===== src/rtl/mac_ctrl_pkg.sv =====
// Shared types and helpers for the MAC sequencing controller.
package mac_ctrl_pkg;

  // Controller states, explicitly encoded on 3 bits.
  typedef enum logic [2:0] {
    IDLE  = 3'd0,
    CLEAR = 3'd1,
    ACCUM = 3'd2,
    CAPT  = 3'd3,
    DONE  = 3'd4
  } state_e;

  // Number of bits needed to hold any value from 0 to max_len inclusive.
  function automatic int calc_len_w(input int max_len);
    int w;
    w = 1;
    while ((2 ** w) < (max_len + 1)) begin
      w = w + 1;
    end
    return w;
  endfunction

endpackage


===== src/rtl/mac_seq_ctrl.sv =====
// Sequencer for the MAC accumulator: clears the MAC, streams len operand
// pairs into it through a valid/ready handshake, then captures the
// accumulated sum and offers it on a valid/ready result port.
module mac_seq_ctrl
  import mac_ctrl_pkg::*;
#(
  parameter int DATA_WIDTH = 8,
  parameter int MAX_LEN    = 256,
  parameter int LEN_W      = calc_len_w(MAX_LEN)
) (
  input  logic                    clk,
  input  logic                    rst_n,
  input  logic                    start,
  input  logic [LEN_W-1:0]        len,
  input  logic                    abort,
  output logic                    busy,
  input  logic                    ab_valid,
  output logic                    ab_ready,
  input  logic [DATA_WIDTH-1:0]   a_data,
  input  logic [DATA_WIDTH-1:0]   b_data,
  output logic                    mac_en,
  output logic                    mac_clr,
  output logic [DATA_WIDTH-1:0]   mac_a,
  output logic [DATA_WIDTH-1:0]   mac_b,
  input  logic [3*DATA_WIDTH-1:0] mac_cout,
  output logic                    res_valid,
  input  logic                    res_ready,
  output logic [3*DATA_WIDTH-1:0] res_data
);

  localparam logic [LEN_W-1:0] MAX_LEN_V = LEN_W'(MAX_LEN);
  localparam logic [LEN_W-1:0] ONE_V     = LEN_W'(1);

  state_e                  state_r;
  state_e                  state_next_s;
  logic [LEN_W-1:0]        count_r;
  logic [LEN_W-1:0]        count_next_s;
  logic [LEN_W-1:0]        len_q_r;
  logic [LEN_W-1:0]        len_q_next_s;
  logic [3*DATA_WIDTH-1:0] res_data_r;
  logic [3*DATA_WIDTH-1:0] res_data_next_s;
  logic [LEN_W-1:0]        len_clamp_s;

  // State-decoded outputs are registered from the next state so they are
  // glitch-free flops; only the handshake gating stays combinational.
  logic busy_r;
  logic mac_clr_r;
  logic res_valid_r;
  logic accum_r;

  assign len_clamp_s = (len > MAX_LEN_V) ? MAX_LEN_V : len;

  // An abort in the same cycle must refuse the pair, so ready is gated here.
  assign ab_ready  = accum_r & ~abort;
  assign mac_en    = ab_ready & ab_valid;
  assign mac_a     = a_data;
  assign mac_b     = b_data;
  assign busy      = busy_r;
  assign mac_clr   = mac_clr_r;
  assign res_valid = res_valid_r;
  assign res_data  = res_data_r;

  // Next-state, job-length latch, element counter and result capture.
  always_comb begin
    state_next_s    = state_r;
    count_next_s    = count_r;
    len_q_next_s    = len_q_r;
    res_data_next_s = res_data_r;
    if (abort) begin
      state_next_s = IDLE;
      count_next_s = '0;
    end else begin
      case (state_r)
        IDLE: begin
          if (start) begin
            len_q_next_s = len_clamp_s;
            state_next_s = CLEAR;
          end else begin
            state_next_s = IDLE;
          end
        end
        CLEAR: begin
          if (len_q_r == '0) begin
            state_next_s = CAPT;
          end else begin
            state_next_s = ACCUM;
          end
        end
        ACCUM: begin
          if (mac_en) begin
            count_next_s = count_r + ONE_V;
            if (count_r == (len_q_r - ONE_V)) begin
              state_next_s = CAPT;
            end else begin
              state_next_s = ACCUM;
            end
          end else begin
            state_next_s = ACCUM;
          end
        end
        CAPT: begin
          // mac_cout already includes the final accumulate from the last edge.
          res_data_next_s = mac_cout;
          count_next_s    = '0;
          state_next_s    = DONE;
        end
        DONE: begin
          if (res_ready) begin
            state_next_s = IDLE;
          end else begin
            state_next_s = DONE;
          end
        end
        default: begin
          state_next_s = IDLE;
          count_next_s = '0;
        end
      endcase
    end
  end

  // State, datapath registers and registered state-decoded outputs.
  always_ff @(posedge clk) begin
    if (!rst_n) begin
      state_r     <= IDLE;
      count_r     <= '0;
      len_q_r     <= '0;
      res_data_r  <= '0;
      busy_r      <= 1'b0;
      mac_clr_r   <= 1'b0;
      res_valid_r <= 1'b0;
      accum_r     <= 1'b0;
    end else begin
      state_r     <= state_next_s;
      count_r     <= count_next_s;
      len_q_r     <= len_q_next_s;
      res_data_r  <= res_data_next_s;
      busy_r      <= (state_next_s != IDLE);
      mac_clr_r   <= (state_next_s == CLEAR);
      res_valid_r <= (state_next_s == DONE);
      accum_r     <= (state_next_s == ACCUM);
    end
  end

endmodule


===== config.mk =====
export PLATFORM = sky130hd
export DESIGN_NAME = mac_seq_ctrl
export DESIGN_NICKNAME = d
export VERILOG_FILES = /design/src/rtl/mac_ctrl_pkg.sv /design/src/rtl/mac_seq_ctrl.sv
export SDC_FILE = /design/constraint.sdc
export NUM_CORES = 1
export LEC_CHECK = 0
export BUFFER_PORTS_ARGS = -buffer_cell sky130_fd_sc_hd__buf_4
export CAP_MARGIN = 10
export CORE_UTILIZATION = 35
export CTS_CLUSTER_DIAMETER = 50
export DETAILED_ROUTE_END_ITERATION = 12
export PLACE_DENSITY_LB_ADDON = 0.3
export SETUP_SLACK_MARGIN = 0.2
export SKIP_CTS_REPAIR_TIMING = 1
export SLEW_MARGIN = 20
export SYNTH_ARGS = -nofsm -noshare
export SYNTH_HDL_FRONTEND = slang
export SYNTH_SLANG_ARGS = --single-unit

===== constraint.sdc =====
create_clock -name clk -period 3 [get_ports clk]
set_input_delay 0.3 -clock clk [delete_from_list [all_inputs] [get_ports clk]]
set_output_delay 0.3 -clock clk [all_outputs]
set_load 0.02 [all_outputs]

==> flow_metrics.tcl, run 1 <==
set metrics [dict create \
    status "finished with violations" \
    violations "design-rule violations" \
    irDropWorstVdd_mv 0.251 \
    whs_path_depth 3 \
    drv_slew 0 \
    io_pins 100 \
    synthesis.nets 337 \
    reg2reg_to "mac_clr" \
    setup_viol 0 \
    finalWorstSetupSlack_ns 0.991 \
    critPathLaunch "len_q_r[0]" \
    crit_arrival_ns 2.22 \
    cts_tree "done" \
    synth_area_leaders "dfxtp_1 41%, nand2_1 8.7%, a21boi_0 7.6%, buf_4 5.1%, xor2_1 4.1%" \
    holdWs_ns 0.243 \
    std_cell_rows 29 \
    htree_levels 2 \
    port_buffers 67 \
    required_ns 3.21 \
    clkTransAtPathRegs_ns 0.09 \
    maxSlewHeadroom_pct 38.7 \
    core_um2 6420 \
    start_util_pct 36.8 \
    synth_area_per_cell_um2 8.45 \
    final_util_pct 45.4 \
    yosys_warnings 0 \
    drive_gt1_share_pct 25.0 \
    layout.nets 384 \
    clk_path_buf_depth 2 \
    cp-end-kind "register" \
    grt_pass1_wl_um 8340 \
    synth_top_area_cell "dfxtp_1" \
    vias 1960 \
    placed_area_um2 2790 \
    clk_latency_ns 0.30 \
    most-common-layout-cells "69 x buf_4, 55 x nand2_1, 49 x dfxtp_1, 24 x a21boi_0, 18 x nor2_1" \
    die_width_um 84.2 \
    drt_iter0_drc 86 \
    cp_max_fo 6 \
    finalClockSkew_ns 0.00976 \
    worstMarginPinSlew_ns 0.897 \
    crit_path_end "mac_clr" \
    root_buffer "clkbuf_8" \
    wl_per_cell_um 12.6 \
    final_cell_area_um2 2910 \
    ys_types 36 \
    grt_max_degree 36 \
    finalWirelength_um 5100 \
    cts_made_buffers 5 \
    fin_crit_sh_pct 67.0 \
    power.density_nw_per_um2 439 \
    dp_hpwl_um 3720 \
    synthCells 280 \
    antenna_found_initial 0 \
    drc 8 \
    crit_type "register to register" \
    fmax_ghz 0.498 \
    preCtsSetupSlack_ns 0.990 \
    detail-route-antenna-nets 0 \
    regToRegStartpoint "len_q_r[0]" \
    dr.pass1.iters 8 \
    ys_ff_latch 49 \
    layout_min_cycle_time_ns 2.01 \
    rsz0062_at_grt "false" \
    antenna_cells 0 \
    fp.dieH_um 84.2 \
    power_mw 1.28 \
    via_per_inst 4.84 \
    grt_usage_pct 14.6 \
    cts_num_sinks 49 \
    grt_pass1_vias 1889 \
    maxCapViolCount 0 \
    hold_viol 0 \
    yosysSeqAreaShare_pct 41.5 \
    grt-ovfl-total 0 \
    hold_path_class "input port to register" \
    tns_ns 0 \
    mostFrequentLayoutCell "buf_4" \
    slowest_delay_ns 0.37 \
    synthToLayoutAreaGrowth_pct 23.2 \
    fin_cells 405 \
    gp_congestion 0.767 \
    place_inst 397 \
    synth_area_um2 2360 \
    cp_slowest_cell "dfxtp_1" \
    yosysTopAreaCellShare_pct 41.5 \
    path_cells "inv_1, ha_1, nor3b_1, nand3_1, xnor2_1, o31a_1, nor4b_2" \
    p_leak_nw 1.16 \
    reg2regPathDepth 7 \
    r2r_slack_ns 0.99 \
    crit_path_start_kind "register" \
    die_area_um2 7090 \
]
## routing by layer
layer	global-route usage [%]	part of all wire (%)	vias to the layer above	wire, um
met5	0	0	-	0
met4	5.02	0.98	0	50
met3	5.31	8.1	5	411
met2	23.4	47	53	2380
met1	18.2	44	893	2260
li1	-	-	1009	-
## flip-flops by register name, summed over array words and instances, names as in the netlist
name       flops
res_valid      1
count_r        9
accum_r        1
len_q_r        9
res_data      24
mac_clr        1
state_r        3
busy           1
## worst min path at each step
stage	from	to	slack [ns]
detailed placement	res_data[1]	res_data[1]	0.46
global placement	res_data[7]	res_data[7]	0.45
CTS	mac_cout[2]	res_data[2]	0.24
finish	mac_cout[10]	res_data[10]	0.24
global route	mac_cout[5]	res_data[5]	0.23
floorplan	mac_cout[15]	res_data[15]	0.44
## where the power goes
group / switching, mW / total (mW) / internal [mW]
logic: 0.0538 / 0.124 / 0.0699
registers: 0.00871 / 0.665 / 0.657
clock network: 0.219 / 0.490 / 0.271
## cell usage after synthesis
master     count
mux2i_1        2
nor2b_1       12
xor2_1        11
nand3_1        6
buf_6          2
dfxtp_1       49
nor4_2         1
or4b_2         1
o31a_1         1
nor4b_2        1
inv_1          4
a21oi_1       15
clkbuf_2       1
or4_1          1
or3b_4         1
o21a_1         1
nand2b_1       3
o221ai_1       1
o2111ai_1      1
and3b_1        2
ha_1           2
nand4_1        5
o22a_1         1
buf_4         16
a21boi_0      24
and3_1         3
nor3b_1        9
nand3b_1       2
and3_2         1
nand2_1       55
nor2_1        18
a2111oi_0      1
and2_1         1
xnor2_1       10
clkbuf_1      10
nor3_1         6
## critical path: cells and delay by family, from the launching register on
family / cells / cell delay [ns]
compound gates: 1 / 0.33
xor+xnor: 1 / 0.18
fa+ha+maj: 1 / 0.17
buf+inv: 1 / 0.08
flops: 1 / 0.37
simple gates: 3 / 0.79
## kinds of logic after synthesis
logic type                 count (synthesis)  share of synthesized area, %
buffers and inverters                     33                          8.47
and+or+nand+nor                          128                          27.4
DFF                                       49                          41.5
xor gates and xnor gates                  21                          7.78
adders and majority gates                  2                          1.06
muxes                                      2                         0.847
AOI/OAI and AO/OA                         45                          13.0
## area by class of cell
class	instances	area (um^2)
fill	624	3510
multi-input combinational	198	1180
sequential	49	981
timing repair buffer	69	518
tap	77	96.3
clock buffer	6	82.6
clock inverter	2	37.5
inverter	4	15.0
No activity file was read; power rests on OpenSTA's default activity.
==> inputs of run 2 (changes only) <==
==> constraint.sdc (replaced) <==
create_clock -name clk -period 2 [get_ports clk]
set_input_delay 0.2 -clock clk [delete_from_list [all_inputs] [get_ports clk]]
set_output_delay 0.2 -clock clk [all_outputs]
set_load 0.02 [all_outputs]
==> flow_metrics.tcl, run 2 (synthesis gave the netlist of run 1 again) <==
set metrics [dict create \
    power_mw 1.79 \
    cp_slowest_cell "or4_4" \
    layout_min_cycle_time_ns 1.75 \
    io_pins 100 \
    grt-ovfl-total 0 \
    mostFrequentLayoutCell "buf_4" \
    antenna_cells 0 \
    finalWirelength_um 5370 \
    drive_gt1_share_pct 30.4 \
    min_from "mac_cout[3]" \
    p_leak_nw 1.20 \
    holdWs_ns 0.137 \
    worst-path-buf-inv 1 \
    switching_share_pct 24.6 \
    grt_pass1_wl_um 8890 \
    die_width_um 84.2 \
    dp_hpwl_um 3830 \
    power.share.combinational_pct 11.4 \
    setup_viol 0 \
    internal_power_mw 1.35 \
    core_um2 6420 \
    hold_path_class "input port to register" \
    cp_max_fo 5 \
    drc 10 \
    clk_latency_ns 0.31 \
    antenna_found_initial 0 \
    fin_cells 412 \
    hold_viol 0 \
    wl_per_cell_um 13.0 \
    std_cell_rows 29 \
    path_cells "buf_4, or4_4, nor2_2, nand3_1, and3b_2, nor4b_2" \
    clkTransAtPathRegs_ns 0.10 \
    worstMarginPinSlew_ns 0.494 \
    die_area_um2 7090 \
    root_buffer "clkbuf_8" \
    path_delay_family "simple AND/OR/NAND/NOR gates" \
    final_util_pct 46.5 \
    fmax_ghz 0.570 \
    irDropWorstVdd_mv 0.506 \
    layout.nets 391 \
    grt_max_degree 36 \
    grt_pass1_vias 1982 \
    htree_levels 2 \
    synthToLayoutAreaGrowth_pct 26.3 \
    dr.pass1.iters 8 \
    drt_iter0_drc 98 \
    tns_ns 0 \
    required_ns 2.22 \
    maxSlewHeadroom_pct 67.0 \
    rsz0062_at_grt "true" \
    cts_tree "done" \
    drv_slew 0 \
    regToRegStartpoint "len_q_r[0]" \
    most-common-layout-cells "76 x buf_4, 55 x nand2_1, 44 x dfxtp_1, 24 x a21boi_0, 17 x nor2_1" \
    crit_path_start_kind "register" \
    cts_made_buffers 5 \
    start_util_pct 36.8 \
    critPathLaunch "len_q_r[0]" \
    violations "design-rule violations" \
    largest_reg_flops 24 \
    status "finished with violations" \
    slowest_delay_ns 0.54 \
    clk_path_buf_depth 2 \
    port_buffers 67 \
    fin_crit_sh_pct 87.7 \
    vias 2014 \
    place_inst 400 \
    p_clk_share_pct 33.0 \
    switchingPower_mw 0.441 \
    via_per_inst 4.89 \
    fp.dieH_um 84.2 \
    cts_num_sinks 49 \
    detail-route-antenna-nets 0 \
    maxCapViolCount 0 \
    power.density_nw_per_um2 600 \
    gp_congestion 0.817 \
    crit_type "register to register" \
    grt_usage_pct 15.6 \
    finalClockSkew_ns 0.0144 \
    cp-end-kind "register" \
    p_seq_share_pct 55.6 \
    crit_arrival_ns 1.97 \
]
run 2: cell types whose count changed in the layout (fill, tap and decap cells not counted), moves of 2 or more:
cell,before,now
buf_4,69,76
inv_1,4,2
dfxtp_2,0,3
dfxtp_1,49,44
inv_2,0,2
dfxtp_4,0,2
run 2: metrics by stage:
step	setup slack (ns)	area (um^2)
after floorplan	0.246	2370
after global placement	0.215	2820
after detailed placement	0.173	2820
after CTS	0.145	2910
after global routing	0.189	2990
final	0.247	2990
run 2: final timing paths:
check	end	slack, ns	cells past startpoint
worst min-delay path	res_data[3]	0.14	3
worst max-delay path	mac_clr	0.25	6
worst max register to register	mac_clr	0.25	6
worst min register to register	res_data[20]	0.47	2
run 2: power by group through the flow:
stage               Clock (mW)  Combinational (mW)  Sequential (mW)
detailed placement           0               0.189             1.02
global placement             0               0.188             1.02
floorplan                    0               0.154             1.02
CTS                      0.621               0.190            0.997
global route             0.657               0.226            0.998
finish                   0.591               0.205            0.996
run 2: cell type report:
| class | count | area [um^2] |
|---|---|---|
| Timing Repair Buffer | 76 | 571 |
| Clock buffer | 5 | 68.8 |
| Sequential cell | 49 | 992 |
| Tap cell | 77 | 96.3 |
| Inverter | 4 | 15.0 |
| Fill cell | 621 | 3430 |
| Multi-Input combinational cell | 198 | 1220 |
| Clock inverter | 3 | 21.3 |
run 2: layer usage:
metal / track usage, % / part of all wire (%) / up-vias
met3: 5.60 / 6.6 / 4
met5: 0 / 0 / -
met1: 18.1 / 44 / 938
li1: - / - / 1024
met4: 4.23 / 0.88 / 0
met2: 27.1 / 48 / 48
run 2: worst min-delay path: stages:
cell and delay [ns]:
buf_4 0.10, nand2_1 0.04, a21boi_0 0.06
==> inputs of run 3 (changes only) <==
==> constraint.sdc (replaced) <==
create_clock -name clk -period 1.9 [get_ports clk]
set_input_delay 0.095 -clock clk [delete_from_list [all_inputs] [get_ports clk]]
set_output_delay 0.095 -clock clk [all_outputs]
set_load 0.02 [all_outputs]
==> flow_metrics.tcl, run 3 (synthesis gave the netlist of run 1 again) <==
set metrics [dict create \
    io_pins 100 \
    final_util_pct 47.4 \
    path_delay_family "simple AND/OR/NAND/NOR gates" \
    maxCapViolCount 0 \
    crit_type "register to register" \
    setup_viol 0 \
    rsz0062_at_grt "true" \
    clk_path_buf_depth 2 \
    finalClockSkew_ns 0.00627 \
    fp.dieH_um 84.2 \
    final_cell_area_um2 3050 \
    root_buffer "clkbuf_8" \
    register_area_um2 991 \
    status "finished with violations" \
    path_cells "inv_4, ha_4, nor3b_4, nand3_2, xnor2_2, o31a_1, nor4b_2" \
    tns_ns 0 \
    grt_pass1_vias 1885 \
    whs_path_depth 3 \
    required_ns 2.12 \
    grt_usage_pct 15.3 \
    grt_pass1_wl_um 8780 \
    reg2regPathDepth 7 \
    grt-ovfl-total 0 \
    fin_cells 413 \
    cp_slowest_cell "dfxtp_4" \
    preCtsSetupSlack_ns 0.0955 \
    switching_share_pct 23.0 \
    gp_congestion 0.815 \
    largest_reg_flops 24 \
    p_seq_share_pct 51.9 \
    antenna_found_initial 0 \
    slowest_delay_ns 0.38 \
    dr.pass1.iters 8 \
    min_from "mac_cout[8]" \
    cts_made_buffers 5 \
    worst-path-buf-inv 1 \
    irDropWorstVdd_mv 0.463 \
    via_per_inst 4.79 \
    crit_arrival_ns 2.01 \
    clk_latency_ns 0.30 \
    layout_min_cycle_time_ns 1.79 \
    min_to "res_data[8]" \
    port_buffers 67 \
    power_mw 2.02 \
    hold_viol 0 \
    drt_iter0_drc 69 \
    grt_max_degree 36 \
    cts_num_sinks 49 \
    vias 1980 \
    placed_area_um2 2830 \
    fillCellCount 640 \
    die_width_um 84.2 \
    drv_slew 0 \
    holdWs_ns 0.0375 \
    regToRegStartpoint "len_q_r[0]" \
    most-common-layout-cells "77 x buf_4, 55 x nand2_1, 45 x dfxtp_1, 24 x a21boi_0, 17 x nor2_1" \
    finalWirelength_um 5340 \
    htree_levels 2 \
    r2r_slack_ns 0.11 \
    drc 8 \
    wl_per_cell_um 12.9 \
    place_inst 400 \
    cts_tree "done" \
    finalWorstSetupSlack_ns 0.109 \
    cp-end-kind "register" \
    crit_path_start_kind "register" \
    layout.nets 392 \
    internal_power_mw 1.56 \
    synthToLayoutAreaGrowth_pct 28.8 \
    fmax_ghz 0.558 \
    clkTransAtPathRegs_ns 0.09 \
    power.density_nw_per_um2 664 \
    multiInputGateArea_um2 1250 \
    reg2reg_to "mac_clr" \
    mostFrequentLayoutCell "buf_4" \
    cp_max_fo 5 \
    std_cell_rows 29 \
    antenna_cells 0 \
    power.share.combinational_pct 11.1 \
    switchingPower_mw 0.465 \
    die_area_um2 7090 \
    detail-route-antenna-nets 0 \
    maxSlewHeadroom_pct 67.4 \
    p_leak_nw 1.24 \
    dp_hpwl_um 3770 \
    drive_gt1_share_pct 31.0 \
    worstMarginPinSlew_ns 0.488 \
    core_um2 6420 \
    violations "design-rule violations" \
    hold_path_class "input port to register" \
    p_clk_share_pct 37.0 \
    fin_crit_sh_pct 94.3 \
    start_util_pct 36.8 \
]
==> run 3: worst register-to-register path: stages, from the launching register on <==
cell and delay (ns):
dfxtp_4 0.38, inv_4 0.06, ha_4 0.13, nor3b_4 0.26, nand3_2 0.15, xnor2_2 0.17, o31a_1 0.33, nor4b_2 0.24
==> run 3: final cells by class <==
class | instances | share of cell area [%]
clock inverters | 3 | 1.44
clock buffers | 5 | 2.26
inverters | 4 | 0.575
multi-input cells | 198 | 41.1
well taps | 77 | 3.16
flip-flops and latches | 49 | 32.5
repair buffers | 77 | 19.0
==> run 3: how the worst max path moves through the flow <==
stage | from | to | slack (ns) | depth (start not counted)
final | len_q_r[0] | mac_clr | 0.11 | 7
after global routing | len_q_r[0] | mac_clr | 0.02 | 7
after CTS | len_q_r[0] | mac_clr | 0.07 | 7
after detailed placement | len_q_r[0] | mac_clr | 0.1 | 7
after global placement | len_q_r[0] | mac_clr | 0.15 | 7
after floorplan | state_r[2] | count_r[5] | 0.21 | 6
==> run 3: per-layer routing <==
metal  part of all wire, %  up-vias  track usage, %
met5                     0        -               0
met4                   2.4        0            6.58
met3                   5.2       13            4.13
met2                    46       42            24.0
met1                    46      901            19.9
li1                      -     1024               -
==> run 3: power groups by stage <==
stage | logic [mW] | registers (mW) | clock network, mW
detailed placement | 0.201 | 1.07 | 0
global placement | 0.199 | 1.07 | 0
floorplan | 0.163 | 1.07 | 0
global route | 0.246 | 1.05 | 0.827
CTS | 0.202 | 1.05 | 0.770
finish | 0.225 | 1.05 | 0.749
